## config.mk

```make
export PLATFORM = sky130hd
export DESIGN_NAME = rps_move_arbiter
export DESIGN_NICKNAME = d
export VERILOG_FILES = /design/src/rtl/rps_pkg.sv /design/src/rtl/move_debouncer.sv /design/src/rtl/rps_move_arbiter.sv
export SDC_FILE = /design/constraint.sdc
export NUM_CORES = 1
export LEC_CHECK = 0
export BUFFER_PORTS_ARGS = -buffer_cell sky130_fd_sc_hd__buf_4
export CORE_ASPECT_RATIO = 2
export CORE_UTILIZATION = 45
export DETAILED_ROUTE_END_ITERATION = 16
export PLACE_DENSITY = 0.62
export SLEW_MARGIN = 20
export SYNTH_ARGS = -nofsm -noshare
export SYNTH_HDL_FRONTEND = slang
export SYNTH_HIERARCHICAL = 1
export SYNTH_SLANG_ARGS = --single-unit
```

## constraint.sdc

```tcl
create_clock -name clk -period 3.5 [get_ports clk]
set_input_delay 0.35 -clock clk [delete_from_list [all_inputs] [get_ports clk]]
set_output_delay 0.35 -clock clk [all_outputs]
set_load 0.02 [all_outputs]
```

## src/rtl/rps_pkg.sv

```systemverilog
// Shared types and helpers for the rock-paper-scissors move arbiter.
package rps_pkg;

    typedef enum logic [1:0] {
        NONE     = 2'd0,
        ROCK     = 2'd1,
        PAPER    = 2'd2,
        SCISSORS = 2'd3
    } move_t;

    typedef enum logic [1:0] {
        IDLE    = 2'd0,
        COLLECT = 2'd1,
        REVEAL  = 2'd2
    } arb_state_t;

    // Button vector {scissors, paper, rock}; anything not one-hot is NONE.
    function automatic move_t onehot_to_move(input logic [2:0] btn);
        move_t m;
        case (btn)
            3'b001:  m = ROCK;
            3'b010:  m = PAPER;
            3'b100:  m = SCISSORS;
            default: m = NONE;
        endcase
        return m;
    endfunction

endpackage

```

## src/rtl/move_debouncer.sv

```systemverilog
// Per-player debouncer: arms on a released sample, then locks the first
// one-hot press held stable for DEBOUNCE_CYCLES samples.
module move_debouncer
    import rps_pkg::*;
#(
    parameter int DEBOUNCE_CYCLES = 16
) (
    input  logic       clk,
    input  logic       reset,
    input  logic       enable,
    input  logic       clear,
    input  logic [2:0] btn,
    output move_t      move,
    output logic       locked
);

    localparam int CW = $clog2(DEBOUNCE_CYCLES + 1);
    localparam logic [CW-1:0] TARGET = CW'(DEBOUNCE_CYCLES);

    logic          armed;
    logic [2:0]    prev;
    logic [CW-1:0] count;
    logic [CW-1:0] count_next;
    logic          valid;
    logic          active;

    assign valid  = (onehot_to_move(btn) != NONE);
    assign active = enable && !locked;

    always_comb begin
        count_next = count;
        if (armed) begin
            if (!valid) begin
                count_next = '0;
            end else if (btn == prev && count != '0) begin
                count_next = (count == TARGET) ? count : count + CW'(1);
            end else begin
                count_next = CW'(1);
            end
        end
    end

    always_ff @(posedge clk) begin
        if (!reset || clear) begin
            armed  <= 1'b0;
            prev   <= 3'b000;
            count  <= '0;
            locked <= 1'b0;
            move   <= NONE;
        end else if (active) begin
            prev  <= btn;
            count <= count_next;
            // A release must be seen before any press may count.
            if (btn == 3'b000) begin
                armed <= 1'b1;
            end
            if (armed && count_next == TARGET) begin
                locked <= 1'b1;
                move   <= onehot_to_move(btn);
            end
        end
    end

endmodule

```

## src/rtl/rps_move_arbiter.sv

```systemverilog
// Round sequencer: IDLE -> COLLECT -> REVEAL with a valid/ack handoff
// of both locked moves to the scoring logic.
module rps_move_arbiter
    import rps_pkg::*;
#(
    parameter int DEBOUNCE_CYCLES = 16
) (
    input  logic       clk,
    input  logic       reset,
    input  logic [2:0] p1_btn,
    input  logic [2:0] p2_btn,
    input  logic       start,
    input  logic       round_ack,
    output logic [1:0] p1_move,
    output logic [1:0] p2_move,
    output logic       p1_locked,
    output logic       p2_locked,
    output logic       round_valid,
    output logic       busy
);

    arb_state_t state;
    arb_state_t state_next;
    move_t      m1;
    move_t      m2;
    logic       enable;
    logic       clear;

    assign enable = (state == COLLECT);
    assign clear  = (state == REVEAL) && round_ack;

    move_debouncer #(
        .DEBOUNCE_CYCLES(DEBOUNCE_CYCLES)
    ) u_p1 (
        .clk    (clk),
        .reset  (reset),
        .enable (enable),
        .clear  (clear),
        .btn    (p1_btn),
        .move   (m1),
        .locked (p1_locked)
    );

    move_debouncer #(
        .DEBOUNCE_CYCLES(DEBOUNCE_CYCLES)
    ) u_p2 (
        .clk    (clk),
        .reset  (reset),
        .enable (enable),
        .clear  (clear),
        .btn    (p2_btn),
        .move   (m2),
        .locked (p2_locked)
    );

    assign p1_move = m1;
    assign p2_move = m2;

    always_ff @(posedge clk) begin
        if (!reset) begin
            state <= IDLE;
        end else begin
            state <= state_next;
        end
    end

    always_comb begin
        state_next = state;
        unique case (state)
            IDLE:    if (start) state_next = COLLECT;
            COLLECT: if (p1_locked && p2_locked) state_next = REVEAL;
            REVEAL:  if (round_ack) state_next = IDLE;
            default: state_next = IDLE;
        endcase
    end

    always_comb begin
        round_valid = (state == REVEAL);
        busy        = (state != IDLE);
    end

endmodule

```

After elaboration in Yosys (flattened, before gate mapping)
Cells that the tools add are included.
Storage, ports and cells
  output and inout port bits: 8
  flip-flop bits (word level): 26
  logic and storage cells: 69
  bits of input ports: 10
Cells by class
  mux-type cells: 14
  equality and inequality tests: 17
  reduce and logical (&&, ||, !) cells: 25
  add/sub/neg operators: 2
Operator list (count)
  5-bit two-way mux: 8
  5-bit == test (second input constant): 4
  2-bit case mux with 3 select lines: 3
  5-bit by 1-bit adder with 5-bit output (second input constant): 2
  5-bit nonzero test: 2
  1-bit logical AND: 8
  2-bit AND reduction: 4
  3-bit by 1-bit == test with 1-bit output (second input constant): 2
  3-bit by 2-bit == test with 1-bit output (second input constant): 2
  3-bit == test: 2
  3-bit == test (second input constant): 2
  3-bit zero test: 2
  2-bit two-way mux: 3
  2-bit != test (second input constant): 3
  2-bit nonzero test: 3
  1-bit zero test: 3
  3-bit AND reduction: 1
  2-bit by 1-bit == test with 1-bit output (second input constant): 1
  2-bit == test (second input constant): 1
  2-bit zero test: 1
  1-bit logical OR: 1

Longest topological paths before layout
  word-level depth: 8
  depth in mapped cells: 7
  gate-level depth less buffers: 7

Cells and area by module
Netlist, hierarchy kept.
Modules (own cells, without submodules)
  move_debouncer: cells an instance 90, seq. area each 240.2 um^2, times used 2, area each 793.3 um^2
  rps_move_arbiter: cells an instance 12, seq. area each 40.0 um^2, times used 1, area each 116.4 um^2

Least setup slack after synthesis
No wires, ideal clock.
  path type: reg-to-reg
  from: register u_p1.count[0]
  to: register u_p1.move[0]
  period minus slack after synthesis: 1.809 ns
  setup time: 0.072 ns
  stages on the path, launching flop included: 8
  path slack: 1.691 ns
  arrival: 1.738 ns
  buffers on the path: 0
  required time: 3.428 ns
  path through: dfxtp_1 -> inv_1 -> ha_1 -> nor4b_1 -> o41ai_2 -> nand2_1 -> nor4_4 -> mux2i_1
On the way
  cells in the longest elaborated chain, start to end: 8
  elaborated cells on any way between the ends: 11
  classes of those cells: 1 x add/sub; 2 x eq/ne; 4 x mux; 4 x reduce/logical
RTL lines
  start: declaration: line move_debouncer.sv:22  | logic [CW-1:0] count;
  start signal: assignment: line move_debouncer.sv:52  | count <= count_next;
  5-bit by 1-bit adder with 5-bit output (tied with other cells): line move_debouncer.sv:36  | count_next = (count == TARGET) ? count : count + CW'(1);
  5-bit two-way mux / 1-bit logical AND (equally long branches): line move_debouncer.sv:36, move_debouncer.sv:35
  5-bit two-way mux: line move_debouncer.sv:35  | end else if (btn == prev && count != '0) begin
  5-bit two-way mux: line move_debouncer.sv:33  | if (!valid) begin
  5-bit two-way mux (*): line move_debouncer.sv:32  | if (armed) begin
  5-bit == test (*): line move_debouncer.sv:57  | if (armed && count_next == TARGET) begin
  1-bit logical AND (*): line move_debouncer.sv:57
  2-bit AND reduction (no source line) (*)
  end signal: assignment: line move_debouncer.sv:59  | move <= onehot_to_move(btn);
  end: declaration: line move_debouncer.sv:13  | output move_t move,
Mark *: on every way between the ends. The rest lies on a longest branch, timed or not.
A chain may end at the register's enable or synchronous reset.

Worst setup path after layout
Ends and elaborated chain as after synthesis.

==> impl_metrics.ini <==
[clock_network]
post_cts_buffers = 0
clkSlewWorstSetupHoldPaths_ns = 0.08
cts-resized-gates = 0
insertion_delay_ns = 0.26
cts_hold_buf = 0
numClockSinks = 26
cts_max_level = 1
clockBufferDepth = 2
root_buffer = clkbuf_8
cts_tree = built
cts_made_buffers = 3

[logic_synthesis]
yosys_register_bits = 26
avgSynthCellArea_um2 = 8.869
synth_top_family_by_area = simple AND/OR/NAND/NOR gates
syn_nets = 206
ys.warnings.count = 6
synthAdderAreaFrac_pct = 2.939
yosys.area_share.simple_pct = 33.14
synth_mux_area_share_pct = 3.527
synthCells = 192
syn_area_mm2 = 0.001703
ys_seq_area_share_pct = 30.57
synth-compound-area-share_pct = 15.14
yosysUniqueCellTypes = 40
synth_xor_area_share_pct = 7.201

[floorplan]
die_width_um = 45.50
die_h_um = 89.00
core_mm2 = 0.003607
io_pins = 18
start_util_pct = 47.21
die_area_mm2 = 0.004049
fp-row-count = 31

[hold_path]
hp-start = round_ack
hold_path.class = in -> reg
hold_path_end = state[1]
min_path_cells = 3

[layout]
area_delta_synth_final_pct = 7.347
fill_cells = 381
nNetsFinal = 218
design_area_mm2 = 0.001828
final_cell_mix = 32 x nand2_1, 26 x dfxtp_1, 17 x buf_4
instances_no_fill = 251
final_common_cell = nand2_1
drive_gt1_share_pct = 21.78
num_antenna_cells = 0

[route]
first_pass_iters = 4
wl_per_cell_um = 14.90
ant_nets = 0
drtIter0Drc = 18
via_per_inst = 5.502
num_vias = 1381
drc = 0
wl_mm = 3.740

[placement]
port_buffers = 17
place.detailed.instances = 248
placed_cell_area_mm2 = 0.001787
hpwl_mm = 3.044
gp_congestion = 0.8416

[critical_path]
r2r_cells = 7
cp.required_ns = 3.70
reg2reg_slack_ns = 1.44
max_stage_delay_ns = 0.40
cp-start-kind = register
crit_slowest_cell = dfxtp_1
cp.arrival_ns = 2.26
path_max_fanout = 5
path_cells = inv_1 > ha_1 > nor4b_1 > o41ai_2 > nand2_1 > nor4_4 > mux2i_1
r2r_end = u_p1/move[0]
reg2reg_from = u_p1/count[0]
critical_path_class = reg -> reg
crit_path_end_kind = register

[grt]
grt_usage_pct = 20.27
grt_max_degree = 14
grt_pass1_vias = 1383
antenna_found_initial = 0
grt_pass1_wl_mm = 6.016
grt_overflow = 0

[timing]
drv_slew = 0
hold_slack_ns = 0.3523
clock.fmax_mhz = 484.5
max_slew.worst_pin.slew_ns = 0.5772
fin_crit_ns = 2.064
final.setup.tns_ns = 0
hold_viol = 0
finalCritPeriodShare_pct = 58.97
clock_skew_ns = 0.0009395
setup_viol = 0
slew_headroom_pct = 61.44
rsz0062_at_grt = false

[pwr]
leakage_nw = 0.6664
vdd_drop_max_uv = 225.6
power_density_mw_per_mm2 = 297.9

[outcome]
outcome = completed

[run]
cap_violations = 0
[sequential cells by signal, indices dropped and copies added (netlist names)]
name,count
u_p2/move,2
u_p1/armed,1
state,2
u_p2/prev,3
u_p1/move,2
u_p2/count,5
u_p1/prev,3
u_p1/locked,1
u_p1/count,5
u_p2/locked,1
u_p2/armed,1
[worst max-delay path, delay by kind of cell (launching register included)]
kind | cells | cell delay [ns]
flops | 1 | 0.40
buf+inv | 1 | 0.08
compound gates | 1 | 0.36
fa+ha+maj | 1 | 0.23
mux | 1 | 0.22
simple gates | 3 | 0.71
[area by class of cell]
class,count,area [um2],area share [%]
multi-input combinational,150,1055,57.70
sequential,26,520.5,28.47
timing repair buffer,17,127.6,6.982
tap,49,61.31,3.354
clock buffer,3,41.29,2.259
inverter,6,22.52,1.232
[cells by family after synthesis]
| group | count (synthesis) |
|---|---|
| mux | 6 |
| flops | 26 |
| fa+ha+maj | 4 |
| buf+inv | 16 |
| simple gates | 93 |
| xor+xnor | 14 |
| compound gates | 33 |
[metal layers]
layer | GRT usage [%] | wire length (um) | up-vias
met3 | 1.616 | 61 | 8
met4 | 11.29 | 106 | 0
li1 | - | - | 696
met2 | 41.30 | 2302 | 21
met1 | 17.43 | 1269 | 656
met5 | 0 | 0 | -
[power by group]
group / internal [mW] / switching (mW) / leakage [nW]
Combinational: 0.0297 / 0.0456 / 0.434
Clock: 0.0769 / 0.0858 / 0.0216
Sequential: 0.301 / 0.00558 / 0.211
[synth_stat cells]
library cell | number | share of area, %
or3_2 | 2 | 0.88
nand2b_1 | 4 | 1.5
or2b_2 | 4 | 2.1
o21a_1 | 2 | 0.88
a21oi_2 | 2 | 1.0
or2_2 | 1 | 0.37
nand4_1 | 6 | 2.2
nor4_4 | 2 | 2.5
and2b_2 | 2 | 1.0
nand4b_1 | 1 | 0.51
ha_1 | 4 | 2.9
or3b_1 | 3 | 1.5
o41ai_2 | 2 | 1.9
nand3_1 | 5 | 1.5
inv_1 | 6 | 1.3
dfxtp_1 | 26 | 31
and2_1 | 1 | 0.37
or3_1 | 2 | 0.73
nor2_1 | 7 | 1.5
a221o_1 | 2 | 1.2
and4bb_2 | 1 | 0.73
xor2_1 | 6 | 3.1
nor3_2 | 2 | 1.2
a311o_1 | 2 | 1.2
a21oi_1 | 14 | 4.1
nor3_1 | 2 | 0.59
nand2_1 | 32 | 7.1
a21boi_1 | 1 | 0.44
o21ai_2 | 2 | 1.0
buf_4 | 2 | 0.88
a2bb2oi_1 | 4 | 2.1
a41o_2 | 2 | 1.3
mux2i_1 | 6 | 3.5
nor2b_1 | 8 | 2.9
nand3_2 | 2 | 1.2
nor3b_1 | 2 | 0.88
xnor2_1 | 8 | 4.1
nor4b_1 | 2 | 1.0
buf_6 | 8 | 5.3
or4_1 | 2 | 0.88
[through the flow]
step                util (%)  power (mW)  setup slack [ns]
floorplan                  -      0.3754             1.691
global placement       49.53      0.3879             1.506
detailed placement     49.53      0.3895             1.468
CTS                    50.68      0.5544             1.447
global route           50.68      0.5718             1.249
finish                 50.68      0.5446             1.436
[worst max path at each step]
stage / startpoint / to / slack (ns) / cells after the start
floorplan: u_p1/count[0] / u_p1/move[0] / 1.69 / 7
global placement: u_p2/count[0] / u_p2/move[1] / 1.51 / 7
detailed placement: u_p2/count[0] / u_p2/move[0] / 1.47 / 7
CTS: u_p2/count[0] / u_p2/move[0] / 1.45 / 7
global route: u_p2/count[0] / u_p2/move[0] / 1.25 / 7
finish: u_p1/count[0] / u_p1/move[0] / 1.44 / 7
Note: power is estimated with default switching activity, not from simulation.
